### src/rtl/branch_predict_gs.sv
// Dual-slot gshare branch predictor with a tagged BTB and a return-address stack.
// Lookup is combinational; tables, history and RAS update on the clock edge.
module branch_predict_gs #(
    parameter int unsigned BhtSize  = 64,
    parameter int unsigned BtbSize  = 16,
    parameter int unsigned BtbTagW  = 8,
    parameter int unsigned GhrLen   = 6,
    parameter int unsigned RasDepth = 4
) (
    input  logic              clk_i,
    input  logic              rst_ni,
    input  logic [1:0]        fetch_valid_i,
    input  logic [31:0]       fetch_pc0_i,
    input  logic [31:0]       fetch_pc1_i,
    input  logic [1:0]        fetch_is_br_i,
    input  logic [1:0]        fetch_is_jal_i,
    input  logic [1:0]        fetch_is_call_i,
    input  logic [1:0]        fetch_is_ret_i,
    input  logic [1:0]        fetch_is_comp_i,
    input  logic [1:0]        ds_rdy_i,
    output logic [1:0]        pdt_valid_o,
    output logic [1:0]        pdt_taken_o,
    output logic [GhrLen-1:0] pdt_ghr0_o,
    output logic [GhrLen-1:0] pdt_ghr1_o,
    output logic              predict_pc_set_o,
    output logic [31:0]       predict_pc_target_o,
    input  logic              ex_valid_i,
    input  logic [31:0]       ex_pc_i,
    input  logic              ex_is_br_i,
    input  logic              ex_is_jal_i,
    input  logic              ex_taken_i,
    input  logic              ex_mispredict_i,
    input  logic [31:0]       ex_target_i,
    input  logic [GhrLen-1:0] ex_ghr_i
);

    localparam int unsigned BhtIdxW = $clog2(BhtSize);
    localparam int unsigned BtbIdxW = $clog2(BtbSize);
    localparam int unsigned RasPtrW = $clog2(RasDepth);
    localparam logic [RasPtrW:0] RasFull = (RasPtrW + 1)'(RasDepth);

    // Architectural state
    logic [1:0]         r_bht     [BhtSize];
    logic               r_btb_vld [BtbSize];
    logic [BtbTagW-1:0] r_btb_tag [BtbSize];
    logic [31:0]        r_btb_tgt [BtbSize];
    logic [GhrLen-1:0]  r_ghr;
    logic [31:0]        r_ras     [RasDepth];
    logic [RasPtrW-1:0] r_ras_ptr;
    logic [RasPtrW:0]   r_ras_cnt;

    // Per-slot lookup
    logic [31:0]        w_pc       [2];
    logic [GhrLen-1:0]  w_ghr      [2];
    logic [BhtIdxW-1:0] w_bht_idx  [2];
    logic [BtbIdxW-1:0] w_btb_idx  [2];
    logic [BtbTagW-1:0] w_tag      [2];
    logic               w_btb_hit  [2];
    logic               w_cnt_tk   [2];
    logic [31:0]        w_btb_tgt  [2];
    logic [31:0]        w_ret_addr [2];

    logic               w_unused;

    assign w_pc[0]  = fetch_pc0_i;
    assign w_pc[1]  = fetch_pc1_i;
    assign w_ghr[0] = r_ghr;
    // Slot 1 sees slot 0's branch as not taken; if it were taken, slot 1 is dropped anyway
    assign w_ghr[1] = (fetch_valid_i[0] && fetch_is_br_i[0]) ? (r_ghr << 1) : r_ghr;

    assign pdt_ghr0_o = w_ghr[0];
    assign pdt_ghr1_o = w_ghr[1];

    assign w_unused = ^{fetch_pc0_i, fetch_pc1_i, ex_pc_i};

    // Table lookups for both fetch slots
    always_comb begin
        for (int unsigned k = 0; k < 2; k++) begin
            w_bht_idx[k]  = w_pc[k][BhtIdxW:1] ^ BhtIdxW'(w_ghr[k]);
            w_btb_idx[k]  = w_pc[k][BtbIdxW:1];
            w_tag[k]      = w_pc[k][BtbIdxW+BtbTagW:BtbIdxW+1];
            w_btb_hit[k]  = r_btb_vld[w_btb_idx[k]] && (r_btb_tag[w_btb_idx[k]] == w_tag[k]);
            w_cnt_tk[k]   = r_bht[w_bht_idx[k]][1];
            w_btb_tgt[k]  = r_btb_tgt[w_btb_idx[k]];
            w_ret_addr[k] = w_pc[k] + (fetch_is_comp_i[k] ? 32'd2 : 32'd4);
        end
    end

    // RAS view: slot 1 sees slot 0's push when slot 0 is an accepted call
    logic [RasPtrW-1:0] w_ras_top_idx;
    logic               w_ras_ne;
    logic [31:0]        w_ras_top;
    logic               w_acc0;
    logic               w_acc1;
    logic               w_push0;
    logic [31:0]        w_ras_top1;
    logic               w_ras_ne1;

    assign w_ras_top_idx = r_ras_ptr - RasPtrW'(1);
    assign w_ras_ne      = (r_ras_cnt != '0);
    assign w_ras_top     = r_ras[w_ras_top_idx];
    assign w_acc0        = fetch_valid_i[0] & ds_rdy_i[0];
    assign w_push0       = w_acc0 & fetch_is_call_i[0];
    assign w_ras_top1    = w_push0 ? w_ret_addr[0] : w_ras_top;
    assign w_ras_ne1     = w_push0 | w_ras_ne;

    // Direction / target prediction and slot priority
    logic        w_pred0;
    logic        w_pred1;
    logic [31:0] w_tgt0;
    logic [31:0] w_tgt1;
    logic        w_tk0;
    logic        w_tk1;
    logic        w_vld1;

    assign w_pred0 = fetch_is_ret_i[0] ? w_ras_ne :
                     ((fetch_is_br_i[0] & w_cnt_tk[0] & w_btb_hit[0]) |
                      (fetch_is_jal_i[0] & w_btb_hit[0]));
    assign w_pred1 = fetch_is_ret_i[1] ? w_ras_ne1 :
                     ((fetch_is_br_i[1] & w_cnt_tk[1] & w_btb_hit[1]) |
                      (fetch_is_jal_i[1] & w_btb_hit[1]));
    assign w_tgt0  = fetch_is_ret_i[0] ? w_ras_top  : w_btb_tgt[0];
    assign w_tgt1  = fetch_is_ret_i[1] ? w_ras_top1 : w_btb_tgt[1];

    assign w_tk0  = fetch_valid_i[0] & w_pred0;
    assign w_vld1 = fetch_valid_i[1] & ~w_tk0;
    assign w_tk1  = w_vld1 & w_pred1;
    assign w_acc1 = w_vld1 & ds_rdy_i[1];

    assign pdt_valid_o         = {w_vld1, fetch_valid_i[0]};
    assign pdt_taken_o         = {w_tk1, w_tk0};
    assign predict_pc_set_o    = w_tk0 ? ds_rdy_i[0] : (w_tk1 & ds_rdy_i[1]);
    assign predict_pc_target_o = w_tk0 ? w_tgt0 : w_tgt1;

    // Next global history: fetch shifts in slot order, EX mispredict overrides
    logic [GhrLen-1:0] w_ghr_nxt;
    always_comb begin
        w_ghr_nxt = r_ghr;
        if (w_acc0 && fetch_is_br_i[0]) begin
            w_ghr_nxt = (w_ghr_nxt << 1) | GhrLen'(w_tk0);
        end
        if (w_acc1 && fetch_is_br_i[1]) begin
            w_ghr_nxt = (w_ghr_nxt << 1) | GhrLen'(w_tk1);
        end
        if (ex_valid_i && ex_mispredict_i) begin
            w_ghr_nxt = ex_is_br_i ? ((ex_ghr_i << 1) | GhrLen'(ex_taken_i)) : ex_ghr_i;
        end
    end

    // Next RAS pointer/count: slot 0 operation applied before slot 1
    logic [RasPtrW-1:0] w_ras_ptr_nxt;
    logic [RasPtrW:0]   w_ras_cnt_nxt;
    logic [1:0]         w_ras_we;
    logic [RasPtrW-1:0] w_ras_widx0;
    logic [RasPtrW-1:0] w_ras_widx1;
    always_comb begin
        w_ras_ptr_nxt = r_ras_ptr;
        w_ras_cnt_nxt = r_ras_cnt;
        w_ras_we      = '0;
        w_ras_widx0   = r_ras_ptr;
        w_ras_widx1   = r_ras_ptr;
        if (w_acc0 && fetch_is_call_i[0]) begin
            w_ras_we[0]   = 1'b1;
            w_ras_widx0   = w_ras_ptr_nxt;
            w_ras_ptr_nxt = w_ras_ptr_nxt + RasPtrW'(1);
            if (w_ras_cnt_nxt != RasFull) w_ras_cnt_nxt = w_ras_cnt_nxt + (RasPtrW + 1)'(1);
        end else if (w_acc0 && fetch_is_ret_i[0] && (w_ras_cnt_nxt != '0)) begin
            w_ras_ptr_nxt = w_ras_ptr_nxt - RasPtrW'(1);
            w_ras_cnt_nxt = w_ras_cnt_nxt - (RasPtrW + 1)'(1);
        end
        if (w_acc1 && fetch_is_call_i[1]) begin
            w_ras_we[1]   = 1'b1;
            w_ras_widx1   = w_ras_ptr_nxt;
            w_ras_ptr_nxt = w_ras_ptr_nxt + RasPtrW'(1);
            if (w_ras_cnt_nxt != RasFull) w_ras_cnt_nxt = w_ras_cnt_nxt + (RasPtrW + 1)'(1);
        end else if (w_acc1 && fetch_is_ret_i[1] && (w_ras_cnt_nxt != '0)) begin
            w_ras_ptr_nxt = w_ras_ptr_nxt - RasPtrW'(1);
            w_ras_cnt_nxt = w_ras_cnt_nxt - (RasPtrW + 1)'(1);
        end
    end

    // EX-side table update addresses and saturating counter
    logic [BhtIdxW-1:0] w_ex_bht_idx;
    logic [1:0]         w_ex_cnt;
    logic [1:0]         w_ex_cnt_nxt;
    logic [BtbIdxW-1:0] w_ex_btb_idx;
    logic [BtbTagW-1:0] w_ex_tag;

    assign w_ex_bht_idx = ex_pc_i[BhtIdxW:1] ^ BhtIdxW'(ex_ghr_i);
    assign w_ex_cnt     = r_bht[w_ex_bht_idx];
    assign w_ex_cnt_nxt = ex_taken_i ? ((w_ex_cnt == 2'd3) ? 2'd3 : w_ex_cnt + 2'd1)
                                     : ((w_ex_cnt == 2'd0) ? 2'd0 : w_ex_cnt - 2'd1);
    assign w_ex_btb_idx = ex_pc_i[BtbIdxW:1];
    assign w_ex_tag     = ex_pc_i[BtbIdxW+BtbTagW:BtbIdxW+1];

    // History and RAS pointer registers
    always_ff @(posedge clk_i or negedge rst_ni) begin
        if (!rst_ni) begin
            r_ghr     <= '0;
            r_ras_ptr <= '0;
            r_ras_cnt <= '0;
        end else begin
            r_ghr     <= w_ghr_nxt;
            r_ras_ptr <= w_ras_ptr_nxt;
            r_ras_cnt <= w_ras_cnt_nxt;
        end
    end

    // Pattern history counters, reset to weakly taken
    always_ff @(posedge clk_i or negedge rst_ni) begin
        if (!rst_ni) begin
            for (int unsigned i = 0; i < BhtSize; i++) r_bht[i] <= 2'd2;
        end else if (ex_valid_i && ex_is_br_i) begin
            r_bht[w_ex_bht_idx] <= w_ex_cnt_nxt;
        end
    end

    // Branch target buffer, written for resolved taken branches and jumps
    always_ff @(posedge clk_i or negedge rst_ni) begin
        if (!rst_ni) begin
            for (int unsigned i = 0; i < BtbSize; i++) begin
                r_btb_vld[i] <= 1'b0;
                r_btb_tag[i] <= '0;
                r_btb_tgt[i] <= '0;
            end
        end else if (ex_valid_i && ex_taken_i && (ex_is_br_i || ex_is_jal_i)) begin
            r_btb_vld[w_ex_btb_idx] <= 1'b1;
            r_btb_tag[w_ex_btb_idx] <= w_ex_tag;
            r_btb_tgt[w_ex_btb_idx] <= ex_target_i;
        end
    end

    // Return-address stack storage
    always_ff @(posedge clk_i or negedge rst_ni) begin
        if (!rst_ni) begin
            for (int unsigned i = 0; i < RasDepth; i++) r_ras[i] <= '0;
        end else begin
            if (w_ras_we[0]) r_ras[w_ras_widx0] <= w_ret_addr[0];
            if (w_ras_we[1]) r_ras[w_ras_widx1] <= w_ret_addr[1];
        end
    end

endmodule
### config.mk
export PLATFORM = sky130hd
export DESIGN_NAME = branch_predict_gs
export DESIGN_NICKNAME = d
export VERILOG_FILES = /design/src/rtl/branch_predict_gs.sv
export SDC_FILE = /design/constraint.sdc
export NUM_CORES = 2
export LEC_CHECK = 0
export ABC_CLOCK_PERIOD_IN_PS = 6370
export CAP_MARGIN = 40
export CELL_PAD_IN_SITES_DETAIL_PLACEMENT = 0
export CELL_PAD_IN_SITES_GLOBAL_PLACEMENT = 1
export CORE_ASPECT_RATIO = 0.5
export CORE_MARGIN = 2
export CORE_UTILIZATION = 44
export DETAILED_ROUTE_END_ITERATION = 10
export PLACE_DENSITY = 0.79
export SLEW_MARGIN = 20
export SYNTH_ARGS = -nofsm -noshare
export SYNTH_HDL_FRONTEND = slang
export SYNTH_SLANG_ARGS = --single-unit
### constraint.sdc
create_clock -name clk_i -period 6.37 [get_ports clk_i]
set_input_delay 1.274 -clock clk_i [delete_from_list [all_inputs] [get_ports clk_i]]
set_output_delay 1.274 -clock clk_i [all_outputs]
set_load 0.005 [all_outputs]
==> results.toml <==
[outcome]
outcome = "completed"

[finish]
most-common-layout-cells = "dfrtp_1 (858), mux2_2 (737), mux4_2 (448)"
seq_area_um2 = 23200
syn_to_final_growth_pct = 15.3
drive_gt1_share_pct = 40.0
nFillCells = 9954
layout_commonest_cell = "dfrtp_1"
multi_input_area_um2 = 27900
fin_area_um2 = 60200
fin_nets = 4269

[logic_synthesis]
synth_top_cell_area_share_pct = 41.2
synth_xor_area_share_pct = 1.82
synth_mux_area_share_pct = 40.0
syn_avg_cell_area_um2 = 13.2
postSynthCellCount = 3943
synth_seq_cells = 923
ys_top_cells_by_area = "dfrtp_1 (41%), mux4_2 (19%), mux2_2 (16%)"
synth-simple-area-share_pct = 5.96
synth_compound_area_share_pct = 4.68
synth_edf_count = 0
ys.flop_type = "dfrtp_1"
yosys.area_share.adder_pct = 0.474
syn_nets = 4115
ys_warn_count = 0
synthArstFlopShare_pct = 100
seq_area_frac_synth_pct = 44.4
syn_area_um2 = 52200
synth_top_family_by_area = "multiplexers"
yosys.area.top_type = "dfrtp_1"
synth.distinct_cells = 68

[cts]
cts_sinks = 923
cts_tree = "done"
root_buffer = "clkbuf_16"
cts_hold_buf = 0
clk_latency_ps = 710
clockBufferDepth = 3
cts_buffers = 90
clkTransAtPathRegs_ps = 70
htreeDepth = 3

[critical_path]
crit_family = "buffers and inverters"
critical_path_buf_inv_count = 5
cp.arrival_ps = 4950
cp_slowest_stage_delay_ps = 520
end_kind = "primary output"
start_kind = "primary input"
criticalPathCategory = "in2out"
worst_path_max_delay_cell = "mux4_2"
cp_data_required_time_ps = 5100
path_max_fanout = 21
crit_chain = "buf_8 -> xor2_2 -> buf_4 -> mux4_2 -> mux4_2 -> nor2_1 -> nor3_1 -> nor4_4 -> o21ai_4 -> buf_12 -> buf_4 -> nor2b_2 -> nor2b_1 -> clkdlybuf4s50_1"

[timing]
tightestPinTransition_ps = 1020
period_minus_slack_ps = 6220
rsz0062_at_grt = "no"
setup-violations-final = 0
max-slew-margin-rel_pct = 31.7
hold_slack_ps = 493
period_share_pct = 97.6
slew_viol_final = 0
fmax_mhz = 161
hold_viol = 0
finalClockSkew_ps = 50.5
fin_ws_ps = 151

[global_route]
antenna_found_initial = 10
grt_use_total_pct = 26.0
grt_max_degree = 150
grt.overflow.total = 0
grt_pass1_vias = 36800
grt_pass1_wl_um = 239000

[run]
cap_viol_max_count = 0

[floorplan]
ios = 204
core_area_um2 = 118000
start_util_pct = 44.3
die_y_um = 248
rows = 89
die_area_um2 = 122000
die_x_um = 491

[placed_design]
dp_hpwl_um = 105000
post_dp_cell_area_um2 = 57000
post-place-ws_ps = -49.8
place.gp.congestion = 0.938
port_buffers = 183

[drt]
ant_nets = 0
drt_iter0_drc = 3540
drc = 0
drt_wl_total_um = 159000
routed-via-count = 36000
dr.pass1.iters = 7
wl_per_cell_um = 27.6
routed_via_density = 6.25

[min_path]
hp-class = "reg2reg"

[power]
irDropWorstVdd_uv = 297
power.density_nw_per_um2 = 328
power_leakage_nw = 25.2
## worst reg2reg max path, delay by kind of cell, from the launching register on
family	cells	cell delay [ps]
xor gates and xnor gates	1	170
muxes	3	1390
AOI/OAI and AO/OA	1	90
DFF	1	630
and+or+nand+nor	4	1040
buffers and inverters	5	1010
## area by class of cell
cell class,count,share of cell area (%)
inverter,22,0.137
clock buffer,136,4.38
multi-input combinational,2668,46.3
sequential,923,38.5
antenna,6,0.0249
timing repair buffer,392,6.77
clock inverter,27,0.579
tap,1592,3.31
## cell usage after synthesis (24+ instances only)
| library cell | instances |
|---|---|
| a21oi_1 | 143 |
| buf_1 | 50 |
| buf_2 | 29 |
| clkbuf_1 | 232 |
| dfrtp_1 | 859 |
| dfstp_2 | 64 |
| mux2_1 | 44 |
| mux2_2 | 737 |
| mux2i_1 | 198 |
| mux4_2 | 448 |
| nand2_1 | 322 |
| nand3_1 | 48 |
| nor2_1 | 193 |
| nor3_1 | 25 |
| o211ai_1 | 24 |
| o21ai_0 | 144 |
| xnor2_1 | 52 |
| xor2_1 | 53 |
## metal layers
layer	vias up	track usage [%]	routed length, um
li1	15100	-	-
met1	19200	35.5	66400
met2	1368	42.0	75600
met3	291	5.37	12200
met4	10	8.35	4740
met5	-	0	61
## stage by stage
step           setup TNS, ps  total power [mW]  cells  utilization, %
2_1_floorplan              0              11.8   3943               -
3_3_place_gp            -186              13.8   5572            48.0
3_5_place_dp           -85.5              14.2   5592            48.4
4_1_cts                -7.17              19.7   5755            51.0
5_1_grt                    0              20.6   5765            51.1
6_report                   0              19.7   5766            51.1
## state kept, by name, summed over array words and instances (netlist names)
name / count
pdt_ghr0_o: 6
r_btb_vld: 16
r_btb_tag: 128
r_btb_tgt: 512
r_bht: 128
r_ras_cnt: 3
r_ras_ptr: 2
r_ras: 128
## path summary, 6_finish.rpt
path	slack (ps)	from	cells past startpoint	to
max reg2reg	1930	pdt_ghr0_o[0]	14	r_ras[71]
min	490	r_btb_vld[0]	1	r_btb_vld[0]
max	150	fetch_pc0_i[1]	14	pdt_taken_o[1]
min reg2reg	490	r_btb_vld[0]	1	r_btb_vld[0]
min in group asynchronous	670	rst_ni	1	r_bht[6]
max in group asynchronous	4240	rst_ni	2	r_btb_tgt[309]
## logic make-up (layout without fill, tap and decap cells)
logic type	Yosys count	in the layout
AO/OA/AOI/OAI	413	413
adder cells (fa/ha/maj)	19	19
AND/OR/NAND/NOR	702	702
other	0	6
buffers and inverters	352	577
XOR/XNOR	107	107
multiplexers	1427	1427
flip-flops	923	923
## power breakdown
group / internal, mW / total, mW / switching (mW)
clock network: 3.05 / 5.51 / 2.46
logic: 3.21 / 6.15 / 2.94
registers: 7.19 / 8.08 / 0.891
## what timing repair did
action                     CTS  global route
hold endpoints to repair     0             0
pin swaps                    0             3
setup buffers                0             1
setup endpoints to repair    3            36
resized for setup            2            17
(Power assumes the default switching activity.)
